## src/rtl/cofre_fsm.sv

```systemverilog
// ============================================================================
// cofre_fsm -- sequential bank-vault door controller
//
// A card-holder keeps the card inserted (cartao) and keys a NDIGITS-digit code
// one digit at a time on `digito`, confirming each digit with a rising edge of
// `confirma`. A full code is compared against SENHA:
//   - match    : the door opens for OPEN_CYCLES clocks and the attempt count
//                is cleared;
//   - mismatch : the attempt count grows. Reaching MAX_TENT forces a lockout
//                of LOCK_CYCLES clocks with the alarm on.
//
// Optional build macro:
//   COFRE_ALARM_LATCH_EN : when defined, `alarme` latches high once a lockout
//                          starts and only reset_n clears it. When undefined,
//                          `alarme` follows the LOCKOUT state.
//
// Ports:
//   clk_2        in   clock, rising edge
//   reset_n      in   asynchronous active-low reset
//   cartao       in   card present (must stay high during entry)
//   confirma     in   level switch, each rising edge enters one digit
//   digito       in   current digit value [DIGIT_W]
//   porta_aberta out  door unlocked
//   bloqueado    out  lockout active
//   alarme       out  alarm LED
//   tentativas   out  failed attempts so far [$clog2(MAX_TENT+1)]
//   indice       out  digits captured in current attempt [$clog2(NDIGITS+1)]
//   estado       out  state code IDLE=0 ENTRY=1 CHECK=2 OPEN=3 LOCKOUT=4
//
// Every output comes straight from a register, so no input reaches an output
// without passing through a clock edge.
// ============================================================================
module cofre_fsm #(
    parameter int                         NDIGITS     = 4,
    parameter int                         DIGIT_W     = 4,
    parameter logic [NDIGITS*DIGIT_W-1:0] SENHA       = 16'h0000,
    parameter int                         MAX_TENT    = 3,
    parameter int                         OPEN_CYCLES = 5,
    parameter int                         LOCK_CYCLES = 10
) (
    input  logic                            clk_2,
    input  logic                            reset_n,
    input  logic                            cartao,
    input  logic                            confirma,
    input  logic [DIGIT_W-1:0]              digito,
    output logic                            porta_aberta,
    output logic                            bloqueado,
    output logic                            alarme,
    output logic [$clog2(MAX_TENT+1)-1:0]   tentativas,
    output logic [$clog2(NDIGITS+1)-1:0]    indice,
    output logic [2:0]                      estado
);

    localparam int NB   = NDIGITS * DIGIT_W;
    localparam int TW   = $clog2(MAX_TENT + 1);
    localparam int IW   = $clog2(NDIGITS + 1);
    localparam int TMAX = (OPEN_CYCLES > LOCK_CYCLES) ? OPEN_CYCLES : LOCK_CYCLES;
    localparam int TMW  = $clog2(TMAX + 1);

    localparam logic [IW-1:0]  IDX_LAST  = IW'(NDIGITS - 1);
    localparam logic [TW-1:0]  TENT_MAX  = TW'(MAX_TENT);
    localparam logic [TW-1:0]  TENT_LAST = TW'(MAX_TENT - 1);
    localparam logic [TMW-1:0] OPEN_LAST = TMW'(OPEN_CYCLES - 1);
    localparam logic [TMW-1:0] LOCK_LAST = TMW'(LOCK_CYCLES - 1);

    typedef enum logic [2:0] {
        ST_IDLE    = 3'd0,
        ST_ENTRY   = 3'd1,
        ST_CHECK   = 3'd2,
        ST_OPEN    = 3'd3,
        ST_LOCKOUT = 3'd4
    } state_t;

    state_t          state_r;
    logic            confirma_q_r;
    logic [NB-1:0]   code_buf_r;
    logic [IW-1:0]   indice_r;
    logic [TW-1:0]   tent_r;
    logic [TMW-1:0]  timer_r;
    logic            porta_aberta_r;
    logic            bloqueado_r;
    logic            alarme_r;
    logic            conf_ev_s;
    logic            alarme_hold_s;

    // Rising-edge detect of the confirm switch. confirma_q resets low, so a
    // switch held high through reset produces one event on the first edge;
    // that edge always lands in IDLE, where events are ignored.
    assign conf_ev_s = confirma & ~confirma_q_r;

`ifdef COFRE_ALARM_LATCH_EN
    // Latched alarm: once set it holds until reset_n.
    assign alarme_hold_s = alarme_r;
`else
    // Alarm follows the lockout state only.
    assign alarme_hold_s = 1'b0;
`endif

    // Confirm-switch history register for the edge detector.
    always_ff @(posedge clk_2 or negedge reset_n) begin
        if (!reset_n) begin
            confirma_q_r <= 1'b0;
        end else begin
            confirma_q_r <= confirma;
        end
    end

    // Main controller FSM. It updates state, counters and registered outputs.
    // Output registers default to their idle value each cycle. Transitions
    // into or within OPEN/LOCKOUT override those defaults, so the outputs line
    // up with the state register.
    always_ff @(posedge clk_2 or negedge reset_n) begin
        if (!reset_n) begin
            state_r        <= ST_IDLE;
            code_buf_r     <= '0;
            indice_r       <= '0;
            tent_r         <= '0;
            timer_r        <= '0;
            porta_aberta_r <= 1'b0;
            bloqueado_r    <= 1'b0;
            alarme_r       <= 1'b0;
        end else begin
            porta_aberta_r <= 1'b0;
            bloqueado_r    <= 1'b0;
            alarme_r       <= alarme_hold_s;
            case (state_r)
                ST_IDLE: begin
                    timer_r <= '0;
                    if (cartao) begin
                        state_r    <= ST_ENTRY;
                        indice_r   <= '0;
                        code_buf_r <= '0;
                    end else begin
                        state_r <= ST_IDLE;
                    end
                end
                ST_ENTRY: begin
                    // Card removal wins over a digit confirmed in the same cycle.
                    if (!cartao) begin
                        state_r  <= ST_IDLE;
                        indice_r <= '0;
                    end else if (conf_ev_s) begin
                        // Shifting left puts the first digit in the MSB slot.
                        code_buf_r <= (code_buf_r << DIGIT_W) | NB'(digito);
                        indice_r   <= indice_r + IW'(1);
                        if (indice_r == IDX_LAST) begin
                            state_r <= ST_CHECK;
                        end else begin
                            state_r <= ST_ENTRY;
                        end
                    end else begin
                        state_r <= ST_ENTRY;
                    end
                end
                ST_CHECK: begin
                    timer_r <= '0;
                    if (code_buf_r == SENHA) begin
                        tent_r         <= '0;
                        state_r        <= ST_OPEN;
                        porta_aberta_r <= 1'b1;
                    end else if (tent_r >= TENT_LAST) begin
                        // The attempt count saturates at MAX_TENT.
                        tent_r      <= TENT_MAX;
                        state_r     <= ST_LOCKOUT;
                        bloqueado_r <= 1'b1;
                        alarme_r    <= 1'b1;
                    end else begin
                        tent_r     <= tent_r + TW'(1);
                        state_r    <= ST_ENTRY;
                        indice_r   <= '0;
                        code_buf_r <= '0;
                    end
                end
                ST_OPEN: begin
                    if (timer_r == OPEN_LAST) begin
                        timer_r <= '0;
                        state_r <= ST_IDLE;
                    end else begin
                        timer_r        <= timer_r + TMW'(1);
                        state_r        <= ST_OPEN;
                        porta_aberta_r <= 1'b1;
                    end
                end
                ST_LOCKOUT: begin
                    if (timer_r == LOCK_LAST) begin
                        timer_r <= '0;
                        tent_r  <= '0;
                        state_r <= ST_IDLE;
                    end else begin
                        timer_r     <= timer_r + TMW'(1);
                        state_r     <= ST_LOCKOUT;
                        bloqueado_r <= 1'b1;
                        alarme_r    <= 1'b1;
                    end
                end
                default: begin
                    // Unused codes 5..7 recover to IDLE.
                    state_r  <= ST_IDLE;
                    timer_r  <= '0;
                    indice_r <= '0;
                end
            endcase
        end
    end

    assign porta_aberta = porta_aberta_r;
    assign bloqueado    = bloqueado_r;
    assign alarme       = alarme_r;
    assign tentativas   = tent_r;
    assign indice       = indice_r;
    assign estado       = state_r;

endmodule
```

## config.mk

```make
export PLATFORM = sky130hd
export DESIGN_NAME = cofre_fsm
export DESIGN_NICKNAME = d
export VERILOG_FILES = /design/src/rtl/cofre_fsm.sv
export SDC_FILE = /design/constraint.sdc
export NUM_CORES = 1
export LEC_CHECK = 0
export ABC_AREA = 1
export CELL_PAD_IN_SITES_DETAIL_PLACEMENT = 1
export CELL_PAD_IN_SITES_GLOBAL_PLACEMENT = 2
export CORE_ASPECT_RATIO = 1.2
export CORE_MARGIN = 1.5
export CORE_UTILIZATION = 33
export CTS_CLUSTER_DIAMETER = 30
export DETAILED_ROUTE_END_ITERATION = 10
export GPL_TIMING_DRIVEN = 1
export PLACE_DENSITY = 0.81
export SLEW_MARGIN = 20
export SYNTH_ARGS = -nofsm -noshare
export SYNTH_HDL_FRONTEND = slang
export SYNTH_SLANG_ARGS = --single-unit
```

## constraint.sdc

```tcl
create_clock -name clk_2 -period 1.64 [get_ports clk_2]
set_clock_uncertainty 0.1 [all_clocks]
set_input_delay 0.328 -clock clk_2 [delete_from_list [all_inputs] [get_ports clk_2]]
set_output_delay 0.328 -clock clk_2 [all_outputs]
set_load 0.02 [all_outputs]
```

==> flow_summary.yaml, run 1 <==
worst_hold_path:
  hp-class: "primary input to async pin"
final_layout:
  diodes: 0
  seqCellArea_sq_um: 779
  layout.core_utilization: 0.434
  layout_commonest_cell: "nand2_1"
  fin_area_sq_mm: 0.00219
  multi_input_area_sq_um: 848
  syn_to_final_growth_pct: 24.6
  layout-drive-gt1-share: 0.194
  fillers: 620
  mostFrequentLayoutCells: "nand2_1 (48), inv_1 (32), nand3_1 (28), nor2_1 (28), dfrtp_1 (28)"
  finalNonFillerCells: 312
  nets: 264
die:
  io_pins: 19
  die-area_sq_mm: 0.00577
  num_rows: 28
  die_w_um: 69.6
  start_util: 0.348
  die_height_um: 82.9
  coreArea_sq_mm: 0.00504
critical_path:
  cp.required_ns: 1.71
  cp-end-kind: "flop"
  critPathArrivalTime_ns: 1.60
  criticalPathCategory: "primary input to flop"
  crit_chain: "clkdlybuf4s50_1 > inv_1 > nor2_4 > nor2_4 > nor2_8 > nand3_4 > nand2_1 > nand2_1"
  slowest_stage: "clkdlybuf4s50_1"
  path_max_fanout: 16
  critical-path-max-stage-delay_ns: 0.48
  r2r_cells: 7
  start_kind: "primary input"
  r2r_slack_ns: 0.11
cts:
  clk_pin_slew_ns: 0.07
  cts_sinks: 31
  cts_tree: "yes"
  cts_hold_buf: 0
  root_buffer: "clkbuf_8"
  cts_buffers: 5
  clk_latency_ns: 0.28
  clockBufferDepth: 2
  cts_htree_levels: 2
synthesis:
  seq_area_frac_synth: 0.442
  syn_nets: 234
  syn_area_sq_mm: 0.00176
  synth_seq_cells: 31
  syn_inst: 221
  avgSynthCellArea_sq_um: 7.95
  yosysWarnings: 0
  ys_types: 25
power_and_ir_drop:
  p_per_area_mw_per_mm2: 954
  peakVddDrop_mv: 0.594
  p_leak_nw: 1.18
drt:
  viasPerCell: 4.81
  wl_per_cell_um: 13.0
  drcViolationCount: 0
  dr_total_vias: 1501
  firstDrtPassIters: 4
  routed_wl_um: 4060
  postRouteAntennaNets: 0
  drtIter0Drc: 38
grt:
  grt_use_met1: 0.180
  grt_busiest_layer: "met2"
  grt_pass1_vias: 1542
  grt_pass1_wl_um: 7050
  grt_overflow: 0
  grtUsageTotal: 0.150
  grt_use_met2: 0.266
  gr-usage-met3: 0.0303
  grt_max_degree: 32
  antenna_found_initial: 0
sta:
  max_freq_mhz: 651
  setup_viol: 0
  finalHoldViolCount: 0
  slew_headroom: 0.812
  tns_ns: 0
  layout_setup_ws_ns: 0.105
  finalCritPeriodShare: 0.936
  period_needed_ns: 1.53
  slew_violations: 0
  tightest_slew_ns: 0.283
placement:
  dp_hpwl_um: 2790
  place_ws_ns: -0.319
  io_buffers: 18
  gp_congestion: 0.725
  dp_cells: 302
  placed_area_sq_mm: 0.00204
outcome:
  outcome: "complete, no violations"
job:
  max-cap-violations: 0
power breakdown:
group	internal [W]	total, W	leakage (nW)	switching, W
clock network	0.000383	0.000673	0.0515	0.000289
registers	0.000827	0.000889	0.418	0.0000616
logic	0.000204	0.000528	0.706	0.000323
cell families (layout without fill, tap and decap cells):
logic type,after synthesis,in the layout,synth area share
AO/OA/AOI/OAI,13,13,0.0463
AND/OR/NAND/NOR,131,132,0.366
XOR/XNOR,2,2,0.00997
buffers and inverters,39,69,0.100
adder cells (fa/ha/maj),5,5,0.0356
flip-flops,31,31,0.442
worst paths after layout:
| path | end | startpoint |
|---|---|---|
| setup / recovery | code_buf_r[8]$_DFFE_PN0P_ | confirma |
| hold / removal | tentativas[0]$_DFFE_PN0P_ | reset_n |
| setup reg to reg | code_buf_r[8]$_DFFE_PN0P_ | estado[2]$_DFF_PN0_ |
| hold reg to reg | code_buf_r[12]$_DFFE_PN0P_ | code_buf_r[12]$_DFFE_PN0P_ |
| max in group asynchronous | estado[1]$_DFF_PN0_ | reset_n |
| min in group clk_2 | code_buf_r[12]$_DFFE_PN0P_ | code_buf_r[12]$_DFFE_PN0P_ |
layout make-up:
class / count / share of cell area
clock buffers: 8 / 0.0457
inverters: 33 / 0.0589
multi-input cells: 152 / 0.387
flip-flops and latches: 31 / 0.356
well taps: 60 / 0.0343
repair buffers: 28 / 0.118
state kept, by name, indices dropped and copies added, names as in the netlist:
signal,count
code_buf_r,16
timer_r,4
estado,3
indice,3
tentativas,2
alarme,1
confirma_q_r,1
porta_aberta,1
cells in the mapped netlist, drive strengths merged:
| cell type | instances | area share |
|---|---|---|
| buf | 4 | 0.023 |
| nand4 | 1 | 0.0036 |
| inv | 32 | 0.068 |
| nand2 | 63 | 0.16 |
| xor2 | 1 | 0.0050 |
| o21a | 1 | 0.0043 |
| ha | 5 | 0.036 |
| o211ai | 1 | 0.0043 |
| clkbuf | 2 | 0.0043 |
| o22ai | 6 | 0.021 |
| dfrtp | 31 | 0.44 |
| clkinv | 1 | 0.0050 |
| nor2 | 37 | 0.10 |
| nand3 | 30 | 0.10 |
| xnor2 | 1 | 0.0050 |
| o21ai | 5 | 0.016 |
worst max-delay path, delay by kind of cell:
kind                   cells  cell delay, ns
and+or+nand+nor            6            0.71
buffers and inverters      2            0.55
metal layers:
metal	share of wire	up-vias
met1	0.45	726
li1	-	745
met5	0	-
met4	0.012	0
met3	0.031	6
met2	0.51	24
per-stage QoR:
stage                     power (W)  hold WS [ns]
after detailed placement    0.00140         0.367
final                       0.00209         0.313
after floorplan             0.00122       -0.0676
after CTS                   0.00207         0.319
after global placement      0.00140         0.364
after global routing        0.00222         0.334
what timing repair did:
item	in CTS	in global routing
resized for setup	12	12
pin swaps	1	2
gates cloned	0	1
buffers inserted	0	1
hold endpoints to repair	0	0
endpoints found under the setup margin	24	22
Note: power is estimated with default switching activity, not from simulation.
==> inputs of run 2 (changes only) <==
clock period = 1.6 ns   (was 1.64 ns; I/O delays follow)
==> run 2 against run 1 <==
Against the previous run:
- critical path depth grew 1
- worst hold slack lost 0.016 ns
- worst setup slack lost 0.028 ns
- count of clock-buffer cells in the layout shrank 2
- core utilization grew 1.5 points
- routed wire length grew 5.5%
- cell count grew 2.2%
- sequential share of layout area shrank 1.2 points
==> flow_summary.yaml, run 2 (synthesis gave the netlist of run 1 again) <==
cts:
  clockBufferDepth: 2
  cts_sinks: 31
  clk_latency_ns: 0.28
  cts_tree: "yes"
  cts_buffers: 5
  root_buffer: "clkbuf_8"
  clk_pin_slew_ns: 0.07
  cts_htree_levels: 2
grt:
  grt_max_degree: 32
  grt_pass1_vias: 1627
  antenna_found_initial: 0
  grtUsageTotal: 0.160
  grt_pass1_wl_um: 7420
  grt_overflow: 0
power_and_ir_drop:
  p_sw_w: 0.000715
  peakVddDrop_mv: 0.444
  p_int_w: 0.00143
  p_seq_frac: 0.422
  share_comb_of_total_power: 0.310
  swShare: 0.334
  p_per_area_mw_per_mm2: 945
  p_leak_nw: 1.19
  power_frac_clock: 0.268
drt:
  routed_wl_um: 4280
  viasPerCell: 4.81
  firstDrtPassIters: 4
  drcViolationCount: 0
  wl_per_cell_um: 13.4
  drtIter0Drc: 45
  dr_total_vias: 1534
  postRouteAntennaNets: 0
job:
  max-cap-violations: 0
final_layout:
  syn_to_final_growth_pct: 29.1
  largest_register_ffs: 16
  mostFrequentLayoutCells: "nand2_1 (47), inv_1 (32), nor2_1 (29), nand3_1 (28), dfrtp_1 (28)"
  layout.core_utilization: 0.449
  top_register: "code_buf_r"
  fillers: 628
  layout-drive-gt1-share: 0.220
  nets: 273
  finalNonFillerCells: 319
  top_regs: "code_buf_r (16), timer_r (4)"
  diodes: 0
  layout_commonest_cell: "nand2_1"
die:
  die_height_um: 82.9
  die_w_um: 69.6
  die-area_sq_mm: 0.00577
  num_rows: 28
  coreArea_sq_mm: 0.00504
  io_pins: 19
  start_util: 0.348
placement:
  dp_cells: 307
  dp_hpwl_um: 2860
  io_buffers: 18
  gp_congestion: 0.721
critical_path:
  critPathCapture: "code_buf_r[5]$_DFFE_PN0P_"
  crit_start: "confirma"
  path_max_fanout: 8
  critPathArrivalTime_ns: 1.60
  r2r_slack_ns: 0.10
  worstReg2RegStart: "estado[1]$_DFF_PN0_"
  cp.required_ns: 1.67
  cp-end-kind: "flop"
  start_kind: "primary input"
  r2r_cells: 7
  criticalPathCategory: "primary input to flop"
  r2r_end: "code_buf_r[5]$_DFFE_PN0P_"
sta:
  finalHoldViolCount: 0
  max_freq_mhz: 656
  period_needed_ns: 1.52
  finalCritPeriodShare: 0.952
  setup_viol: 0
  slew_headroom: 0.836
  tns_ns: 0
  tightest_slew_ns: 0.247
  slew_violations: 0
worst_hold_path:
  hp-class: "primary input to async pin"
outcome:
  outcome: "complete, no violations"
==> run 2: through the flow <==
stage | area [sq um] | power [W] | hold slack (ns) | setup slack, ns
final | 2270 | 0.00214 | 0.297 | 0.0768
after detailed placement | 2080 | 0.00148 | 0.379 | -0.352
after global placement | 2080 | 0.00147 | 0.366 | -0.324
after global routing | 2270 | 0.00228 | 0.324 | -0.00545
after floorplan | 1760 | 0.00125 | -0.0756 | 0.0400
after CTS | 2160 | 0.00206 | 0.309 | 0.0376
==> run 2: repair_timing <==
| item | in CTS | in global routing |
|---|---|---|
| buffers inserted | 1 | 3 |
| gates resized for setup | 12 | 14 |
| cloned | 0 | 2 |
| endpoints found under the setup margin | 28 | 21 |
| pin swaps | 1 | 6 |
| endpoints found under the hold margin | 0 | 0 |
| hold buffers | 0 | 0 |
==> run 2: worst min path at each step <==
| stage | from | slack [ns] | cells past startpoint | endpoint |
|---|---|---|---|---|
| 3_5_place_dp | code_buf_r[12]$_DFFE_PN0P_ | 0.38 | 2 | code_buf_r[12]$_DFFE_PN0P_ |
| 4_1_cts | reset_n | 0.31 | 2 | alarme$_DFF_PN0_ |
| 6_report | reset_n | 0.30 | 2 | tentativas[0]$_DFFE_PN0P_ |
| 3_3_place_gp | code_buf_r[12]$_DFFE_PN0P_ | 0.37 | 2 | code_buf_r[12]$_DFFE_PN0P_ |
| 2_1_floorplan | reset_n | -0.08 | 0 | alarme$_DFF_PN0_ |
| 5_1_grt | reset_n | 0.32 | 2 | tentativas[1]$_DFFE_PN0P_ |
==> run 2: critical path, stage by stage <==
cell,delay (ns)
clkdlybuf4s50_1,0.47
inv_1,0.06
nor2_2,0.14
nor2_4,0.07
nor2_8,0.12
nand3_4,0.11
clkbuf_16,0.19
nand2_2,0.05
nand2_1,0.05
==> run 2: area by class of cell <==
class                           instances  area (sq um)  area share
Clock buffer                            6          72.6      0.0320
Inverter                               33           129      0.0568
Multi-Input combinational cell        152           856       0.377
Sequential cell                        31           779       0.344
Tap cell                               60          75.1      0.0331
Timing Repair Buffer                   37           355       0.157
==> run 2: power groups by stage <==
| stage | Sequential (W) | Clock (W) | Combinational, W |
|---|---|---|---|
| floorplan | 0.000929 | 0 | 0.000320 |
| CTS | 0.000903 | 0.000596 | 0.000563 |
| detailed placement | 0.000917 | 0 | 0.000560 |
| global route | 0.000915 | 0.000624 | 0.000740 |
| finish | 0.000905 | 0.000573 | 0.000664 |
| global placement | 0.000915 | 0 | 0.000553 |
==> run 2: metal layers <==
metal / GRT usage / vias to the layer above / share of wire
li1: - / 765 / -
met2: 0.278 / 21 / 0.51
met5: 0 / - / 0
met3: 0.0328 / 6 / 0.027
met1: 0.192 / 742 / 0.44
met4: 0.0588 / 0 / 0.016
